**src/rtl/pipe_pkg.sv**
```systemverilog
// rtl/pipe_pkg.sv - shared types and constants for the MEM/WB pipeline slice
package pipe_pkg;
  localparam int DEF_DATA_W = 32;
  localparam int DEF_RD_W   = 5;

  typedef enum logic {
    IDLE = 1'b0,
    WAIT = 1'b1
  } mem_state_t;

  // A bubble never writes the register file and never selects load data.
  localparam logic BUBBLE_REG_WRITE  = 1'b0;
  localparam logic BUBBLE_MEM_TO_REG = 1'b0;
endpackage

```
**src/rtl/mem_wb_reg.sv**
```systemverilog
// rtl/mem_wb_reg.sv - MEM/WB pipeline register with bubble insertion
module mem_wb_reg
  import pipe_pkg::*;
#(
  parameter int DATA_W = DEF_DATA_W,
  parameter int RD_W   = DEF_RD_W
) (
  input  logic              clk_i,
  input  logic              rst_i,
  input  logic              bubble,
  input  logic [DATA_W-1:0] alu_next,
  input  logic [DATA_W-1:0] mem_data_next,
  input  logic [RD_W-1:0]   rd_next,
  input  logic              reg_write_next,
  input  logic              mem_to_reg_next,
  output logic [DATA_W-1:0] ALUout_o,
  output logic [DATA_W-1:0] MemData_o,
  output logic [RD_W-1:0]   RegistersRD_o,
  output logic              RegWrite_o,
  output logic              MemtoReg_o
);
  always_ff @(posedge clk_i or negedge rst_i) begin
    if (!rst_i) begin
      ALUout_o      <= '0;
      MemData_o     <= '0;
      RegistersRD_o <= '0;
      RegWrite_o    <= BUBBLE_REG_WRITE;
      MemtoReg_o    <= BUBBLE_MEM_TO_REG;
    end else if (bubble) begin
      ALUout_o      <= '0;
      MemData_o     <= '0;
      RegistersRD_o <= '0;
      RegWrite_o    <= BUBBLE_REG_WRITE;
      MemtoReg_o    <= BUBBLE_MEM_TO_REG;
    end else begin
      ALUout_o      <= alu_next;
      MemData_o     <= mem_data_next;
      RegistersRD_o <= rd_next;
      RegWrite_o    <= reg_write_next;
      MemtoReg_o    <= mem_to_reg_next;
    end
  end
endmodule

```
**src/rtl/mem_wb_stage.sv**
```systemverilog
// rtl/mem_wb_stage.sv - memory-access stage: data memory handshake, stall and MEM/WB register
module mem_wb_stage
  import pipe_pkg::*;
#(
  parameter int DATA_W = DEF_DATA_W,
  parameter int RD_W   = DEF_RD_W
) (
  input  logic              clk_i,
  input  logic              rst_i,
  input  logic [DATA_W-1:0] ALUout_i,
  input  logic [DATA_W-1:0] regB_i,
  input  logic [RD_W-1:0]   RegistersRD_i,
  input  logic              RegWrite_i,
  input  logic              MemtoReg_i,
  input  logic              MemWrite_i,
  input  logic              MemRead_i,
  output logic              dmem_req_o,
  output logic              dmem_we_o,
  output logic [DATA_W-1:0] dmem_addr_o,
  output logic [DATA_W-1:0] dmem_wdata_o,
  input  logic              dmem_ack_i,
  input  logic [DATA_W-1:0] dmem_rdata_i,
  output logic              stall_o,
  output logic [DATA_W-1:0] ALUout_o,
  output logic [DATA_W-1:0] MemData_o,
  output logic [RD_W-1:0]   RegistersRD_o,
  output logic              RegWrite_o,
  output logic              MemtoReg_o
);
  mem_state_t        state_q, state_d;
  logic              req_q, we_q;
  logic [DATA_W-1:0] addr_q, wdata_q;
  logic              mem_op, ack, start;
  logic [DATA_W-1:0] mem_data_next;

  assign mem_op = MemRead_i | MemWrite_i;
  assign ack    = (state_q == WAIT) && dmem_ack_i;
  assign start  = (state_q == IDLE) && mem_op;

  always_comb begin
    state_d = state_q;
    stall_o = 1'b0;
    case (state_q)
      IDLE: begin
        if (mem_op) begin
          stall_o = 1'b1;
          state_d = WAIT;
        end
      end
      WAIT: begin
        if (ack) state_d = IDLE;
        else     stall_o = 1'b1;
      end
      default: state_d = IDLE;
    endcase
  end

  always_ff @(posedge clk_i or negedge rst_i) begin
    if (!rst_i) begin
      state_q <= IDLE;
      req_q   <= 1'b0;
      we_q    <= 1'b0;
      addr_q  <= '0;
      wdata_q <= '0;
    end else begin
      state_q <= state_d;
      if (start) begin
        // A combined read/write request is treated as a write.
        req_q   <= 1'b1;
        we_q    <= MemWrite_i;
        addr_q  <= {ALUout_i[DATA_W-1:2], 2'b00};
        wdata_q <= regB_i;
      end else if (ack) begin
        req_q <= 1'b0;
      end
    end
  end

  assign dmem_req_o   = req_q;
  assign dmem_we_o    = we_q;
  assign dmem_addr_o  = addr_q;
  assign dmem_wdata_o = wdata_q;

  // Only the ack cycle of a read commits; that is the only unstalled WAIT cycle.
  assign mem_data_next = ((state_q == WAIT) && !we_q) ? dmem_rdata_i : '0;

  mem_wb_reg #(
    .DATA_W(DATA_W),
    .RD_W  (RD_W)
  ) u_mem_wb_reg (
    .clk_i          (clk_i),
    .rst_i          (rst_i),
    .bubble         (stall_o),
    .alu_next       (ALUout_i),
    .mem_data_next  (mem_data_next),
    .rd_next        (RegistersRD_i),
    .reg_write_next (RegWrite_i),
    .mem_to_reg_next(MemtoReg_i),
    .ALUout_o       (ALUout_o),
    .MemData_o      (MemData_o),
    .RegistersRD_o  (RegistersRD_o),
    .RegWrite_o     (RegWrite_o),
    .MemtoReg_o     (MemtoReg_o)
  );
endmodule

```
**config.mk**
```make
export PLATFORM = sky130hd
export DESIGN_NAME = mem_wb_stage
export DESIGN_NICKNAME = d
export VERILOG_FILES = /design/src/rtl/pipe_pkg.sv /design/src/rtl/mem_wb_reg.sv /design/src/rtl/mem_wb_stage.sv
export SDC_FILE = /design/constraint.sdc
export NUM_CORES = 1
export LEC_CHECK = 0
export CORE_ASPECT_RATIO = 0.9
export CORE_UTILIZATION = 44
export DETAILED_ROUTE_END_ITERATION = 10
export HOLD_SLACK_MARGIN = 0.03
export PLACE_DENSITY = 0.86
export RECOVER_POWER = 25
export SLEW_MARGIN = 40
export SYNTH_ARGS = -nofsm -noshare
export SYNTH_HDL_FRONTEND = slang
export SYNTH_HIERARCHICAL = 1
export SYNTH_SLANG_ARGS = --single-unit
```
**constraint.sdc**
```tcl
create_clock -name clk_i -period 3.72 [get_ports clk_i]
set_clock_uncertainty 0.15 [all_clocks]
set_input_delay 0.372 -clock clk_i [delete_from_list [all_inputs] [get_ports clk_i]]
set_output_delay 0.372 -clock clk_i [all_outputs]
set_load 0.005 [all_outputs]
```
Word-level counts from Yosys, hierarchy flattened
Cells that the tools add are included.

Bits in registers: 136.

Reduce and logical (&&, ||, !) cells: 5. Bitwise operators: 2. Multiplexer cells: 11.

Operator list (number): 32-bit 2-to-1 mux (3); 1-bit 2-to-1 mux (6); 5-bit 2-to-1 mux (1); 1-bit logical AND (3); 1-bit case mux with 2 select lines (1); 2-bit nonzero test (1); 1-bit zero test (1); 1-bit NOT (1); 1-bit bitwise OR (1).

Logic depth before layout (Yosys ltp)
Depth after elaboration: 4. Depth in mapped cells: 4. Depth with buffers taken out: 3.

Modules after synthesis
The synthesis kept the hierarchy.

By module, submodules not included: mem_wb_stage (sequential area each 1626.6 um2, cells an instance 182, area an instance 2971.6 um2, instances 1); mem_wb_reg (sequential area each 1776.7 um2, cells an instance 149, area an instance 2255.9 um2, instances 1).

Worst setup path before layout
No wires, ideal clock.

Kind: reg2reg. Start point: reg state_q. End point: reg addr_q[10] (netlist: dmem_addr_o[10]). Arrival time: 1.163 ns. Stages on the path, launching flop included: 5. Path slack: 2.282 ns. Period minus slack after synthesis: 1.438 ns. Cell sequence: dfrtp_1 -> o21bai_1 -> buf_6 -> buf_12 -> mux2_4.

Cells in the longest elaborated chain, start to end: 2.

Ends and longest elaborated chain: start: declaration (RTL line mem_wb_stage.sv:30) `mem_state_t state_q, state_d;`; start signal: assignment (RTL line mem_wb_stage.sv:66) `state_q <= state_d;`; 1-bit NOT; 1-bit logical AND (RTL line mem_wb_stage.sv:38) `assign start = (state_q == IDLE) && mem_op;`; end signal: assignment (RTL line mem_wb_stage.sv:71) `addr_q <= {ALUout_i[DATA_W-1:2], 2'b00};`; end: declaration (RTL line mem_wb_stage.sv:32) `logic [DATA_W-1:0] addr_q, wdata_q;`.

No other way between the ends. A chain may end at the register's enable or synchronous reset.

Worst setup path after layout
Start point: in MemWrite_i. End point: out stall_o.

Cells in the longest elaborated chain, start to end: 3.

Ends and longest elaborated chain: start: declaration (RTL line mem_wb_stage.sv:15) `input logic MemWrite_i,`; 1-bit bitwise OR (RTL line mem_wb_stage.sv:36) `assign mem_op = MemRead_i | MemWrite_i;`; 1-bit 2-to-1 mux (RTL line mem_wb_stage.sv:45) `if (mem_op) begin`; 1-bit case mux with 2 select lines (RTL line mem_wb_stage.sv:43) `case (state_q)`; end: declaration (RTL line mem_wb_stage.sv:23) `output logic stall_o,`.

No other way between the ends.

==> results.md <==
- Outcome: completed
- # DRC: 0
- Fin. Hold Viols: 0
- Synth warn: 6
- Primary FF master, synth: dfrtp_1
- Max IR drop VDD: 0.2837 mV
- Clock root buffer: clkbuf_16
- CP Capture Type: primary output
- Max Fclk: around 420 MHz
- # setup viols final: 0
- Max cap viols: 0
- Reg2Reg Depth: 4
- Post-CTS Resized: 0
- Pre-Repair DR Iteration Count: 4
- Period minus WS final: 2.387 ns
- Largest net degree at the start of global routing: slightly below 100
- Fin crit share: 0.6418
- Critical path depth: 4
- Pwr dens: ~520 mW/mm2
- Worst Setup EP: stall_o
- Via count of the routed design: between 3000 and 4000
- Setup crit start: MemWrite_i
- N_diodes: 0
- Number of synthesized flops with an enable pin: 0
- WP buf/inv: 2
- Vias/cell: approximately 4.6
- Hold Crit Class: reg -> reg
- Crit Path Category: in -> out
- Critical Path Fanout Max: 4
- CP cell instances: dlygate4sd3_1, nor3_1, a21oi_4, clkdlybuf4s50_1
- RR Endpoint: u_mem_wb_reg/ALUout_o[13]
- CTS tree: built
- Total Wirelength: approximately 13000 um
- Net count, final: approximately 690
- # IOs: approximately 250
- Gate Count Post-Synth: ~330
- GPL Wtd Cong: roughly 0.78
- Hold depth: 1
- Setup TNS: 0 ns
- Die Width: around 120 um
- CP arrival: roughly 1.9 ns
- Row count: 37
- CP max stage cell: dlygate4sd3_1
- CTS Buf Count: 17
- GRT Util Overall: 0.2175
- RSZ-0062 raised after global routing: false
- Seq/Total Area, Yosys: 0.6510
- Clock slew at reported path FFs: 0.05 ns
- Reg-to-reg critical path startpoint: state_q
- Cts-stage hold buffer count: 1
- Yosys cell types: 18
- CP Data Required Time: between 3 and 4 ns
- DP Wirelength: between 8000 and 9000 um
- Design Power: 4.312 mW
- Leakage: approximately 3.7 nW
- Buffers on Ports: 243
- Syn avg cell area: ~16 um2
- Fin. max-slew vios: 0
- Core ar.: 0.01148 mm2
- Vias in the first global route: between 3000 and 4000
- Worst path max stage delay: about 0.63 ns
- Synthesized area: 0.005228 mm2
- Die area: roughly 0.012 mm2
- Initial core utilization: 0.4553
- FFs w/ async S/R, synth: 1.000
- Post-CTS setup buffers: 0
- Antenna violations before repair: 0
- FF+latch count, synth: approximately 140
- CTS H-tree depth: 4
- First-pass GRT wire length: between 15000 and 20000 um
- Setup crit start kind: input pin
- DIE HEIGHT: around 110 um
- Sinks on the clock net: around 140
- Clk Latency, worst-skew pair: 0.40 ns
- Worst slew margin: 0.2811
- Worst Tran Pin Value: approximately 1.1 ns
- Clock tree buffer depth: 2
- Total gr overflow: 0
- P&R area growth vs syn: 58.11%
- CP top delay family: buffers and inverters
- Routed Antenna Nets: 0
- Iteration-0 DRC Markers: between 150 and 200
- Worst reg-to-reg setup slack: 1.84 ns
- Layout cells sized above 1: 0.1557
- Drt wl/cell: between 15 and 20 um
worst min-delay path by stage:
| stage | start | to | slack [ns] |
|---|---|---|---|
| 5_1_grt | dmem_wdata_o[16] | dmem_wdata_o[16] | 0.36 |
| 2_1_floorplan | rst_i | dmem_addr_o[10] | -0.07 |
| 4_1_cts | ALUout_i[1] | u_mem_wb_reg/ALUout_o[1] | 0.34 |
| 3_3_place_gp | dmem_wdata_o[16] | dmem_wdata_o[16] | 0.34 |
| 6_report | dmem_wdata_o[16] | dmem_wdata_o[16] | 0.36 |
| 3_5_place_dp | dmem_wdata_o[16] | dmem_wdata_o[16] | 0.34 |
final cells by class:
| class | count | area [um2] |
|---|---|---|
| clock inverter | 5 | 50.05 |
| fill | 792 | 3216 |
| sequential | 136 | 3403 |
| inverter | 1 | 3.754 |
| multi-input combinational | 176 | 1654 |
| clock buffer | 24 | 461.7 |
| timing repair buffer | 249 | 2497 |
| tap | 156 | 195.2 |
cell usage after synthesis (2+ instances only):
cell type,instances,area (um2)
buf_2,7,35.03
mux2_2,2,22.52
nand2b_1,2,12.51
nor3_1,2,10.01
nor2b_1,71,444.2
and2_1,32,200.2
a21oi_1,2,10.01
mux2_4,60,900.9
clkbuf_1,3,11.26
buf_12,6,120.1
dfrtp_1,136,3403
buf_4,2,15.01
where the power goes:
part,switching [mW],internal (mW)
sequential,0.110,1.69
combinational,0.315,0.711
clock,0.569,0.920
total,0.994,3.32
placed cells by master (no fill, tap or decap):
cell type and n:
clkdlybuf4s50_1 241, dfrtp_1 136, nor2b_1 71, mux2_4 60
and2_1 32, clkbuf_16 17, clkbuf_1 7, clkinv_2 4
nor3_1 2, nand2b_1 2, mux2_2 2, conb_1 2
dlygate4sd3_1 2, buf_4 2, and2b_1 1, a21oi_4 1
o21bai_4 1, a21oi_1 1, inv_1 1, a22o_1 1
bufinv_16 1, clkbuf_8 1, buf_8 1, buf_6 1
buf_12 1
routing by layer:
layer | share of wire | routed length, um | global-route usage | vias to the layer above
met1 | 0.36 | 4573 | 0.2347 | 1685
met4 | 0.029 | 360 | 0.1076 | 0
met3 | 0.099 | 1251 | 0.08798 | 32
met5 | 0 | 0 | 0 | -
li1 | - | - | - | 1557
met2 | 0.51 | 6431 | 0.3660 | 166
registers in the layout, indices dropped and copies added, names as in the netlist:
register,count
dmem_we_o,1
dmem_addr_o,30
u_mem_wb_reg/RegWrite_o,1
u_mem_wb_reg/ALUout_o,32
dmem_wdata_o,32
dmem_req_o,1
state_q,1
u_mem_wb_reg/RegistersRD_o,5
u_mem_wb_reg/MemtoReg_o,1
u_mem_wb_reg/MemData_o,32
stage by stage:
step	worst slack, ns	instances	util	hold WS (ns)	instance area, um2
floorplan	2.282	332	-	-0.07359	5231
global placement	1.469	716	0.6735	0.3390	7732
detailed placement	1.402	716	0.6735	0.3420	7732
CTS	1.404	746	0.7189	0.3410	8254
global route	1.136	747	0.7199	0.3625	8265
finish	1.333	747	0.7199	0.3562	8265
cells by family (layout without fill, tap and decap cells):
family / after synthesis / after routing / share of synthesized area
DFF: 136 / 136 / 0.6510
and+or+nand+nor: 108 / 108 / 0.1290
muxes: 62 / 62 / 0.1766
buffers and inverters: 20 / 279 / 0.03758
AOI/OAI and AO/OA: 4 / 4 / 0.005027
other: 1 / 2 / 0.0007174
No activity file was read; power rests on OpenSTA's default activity.
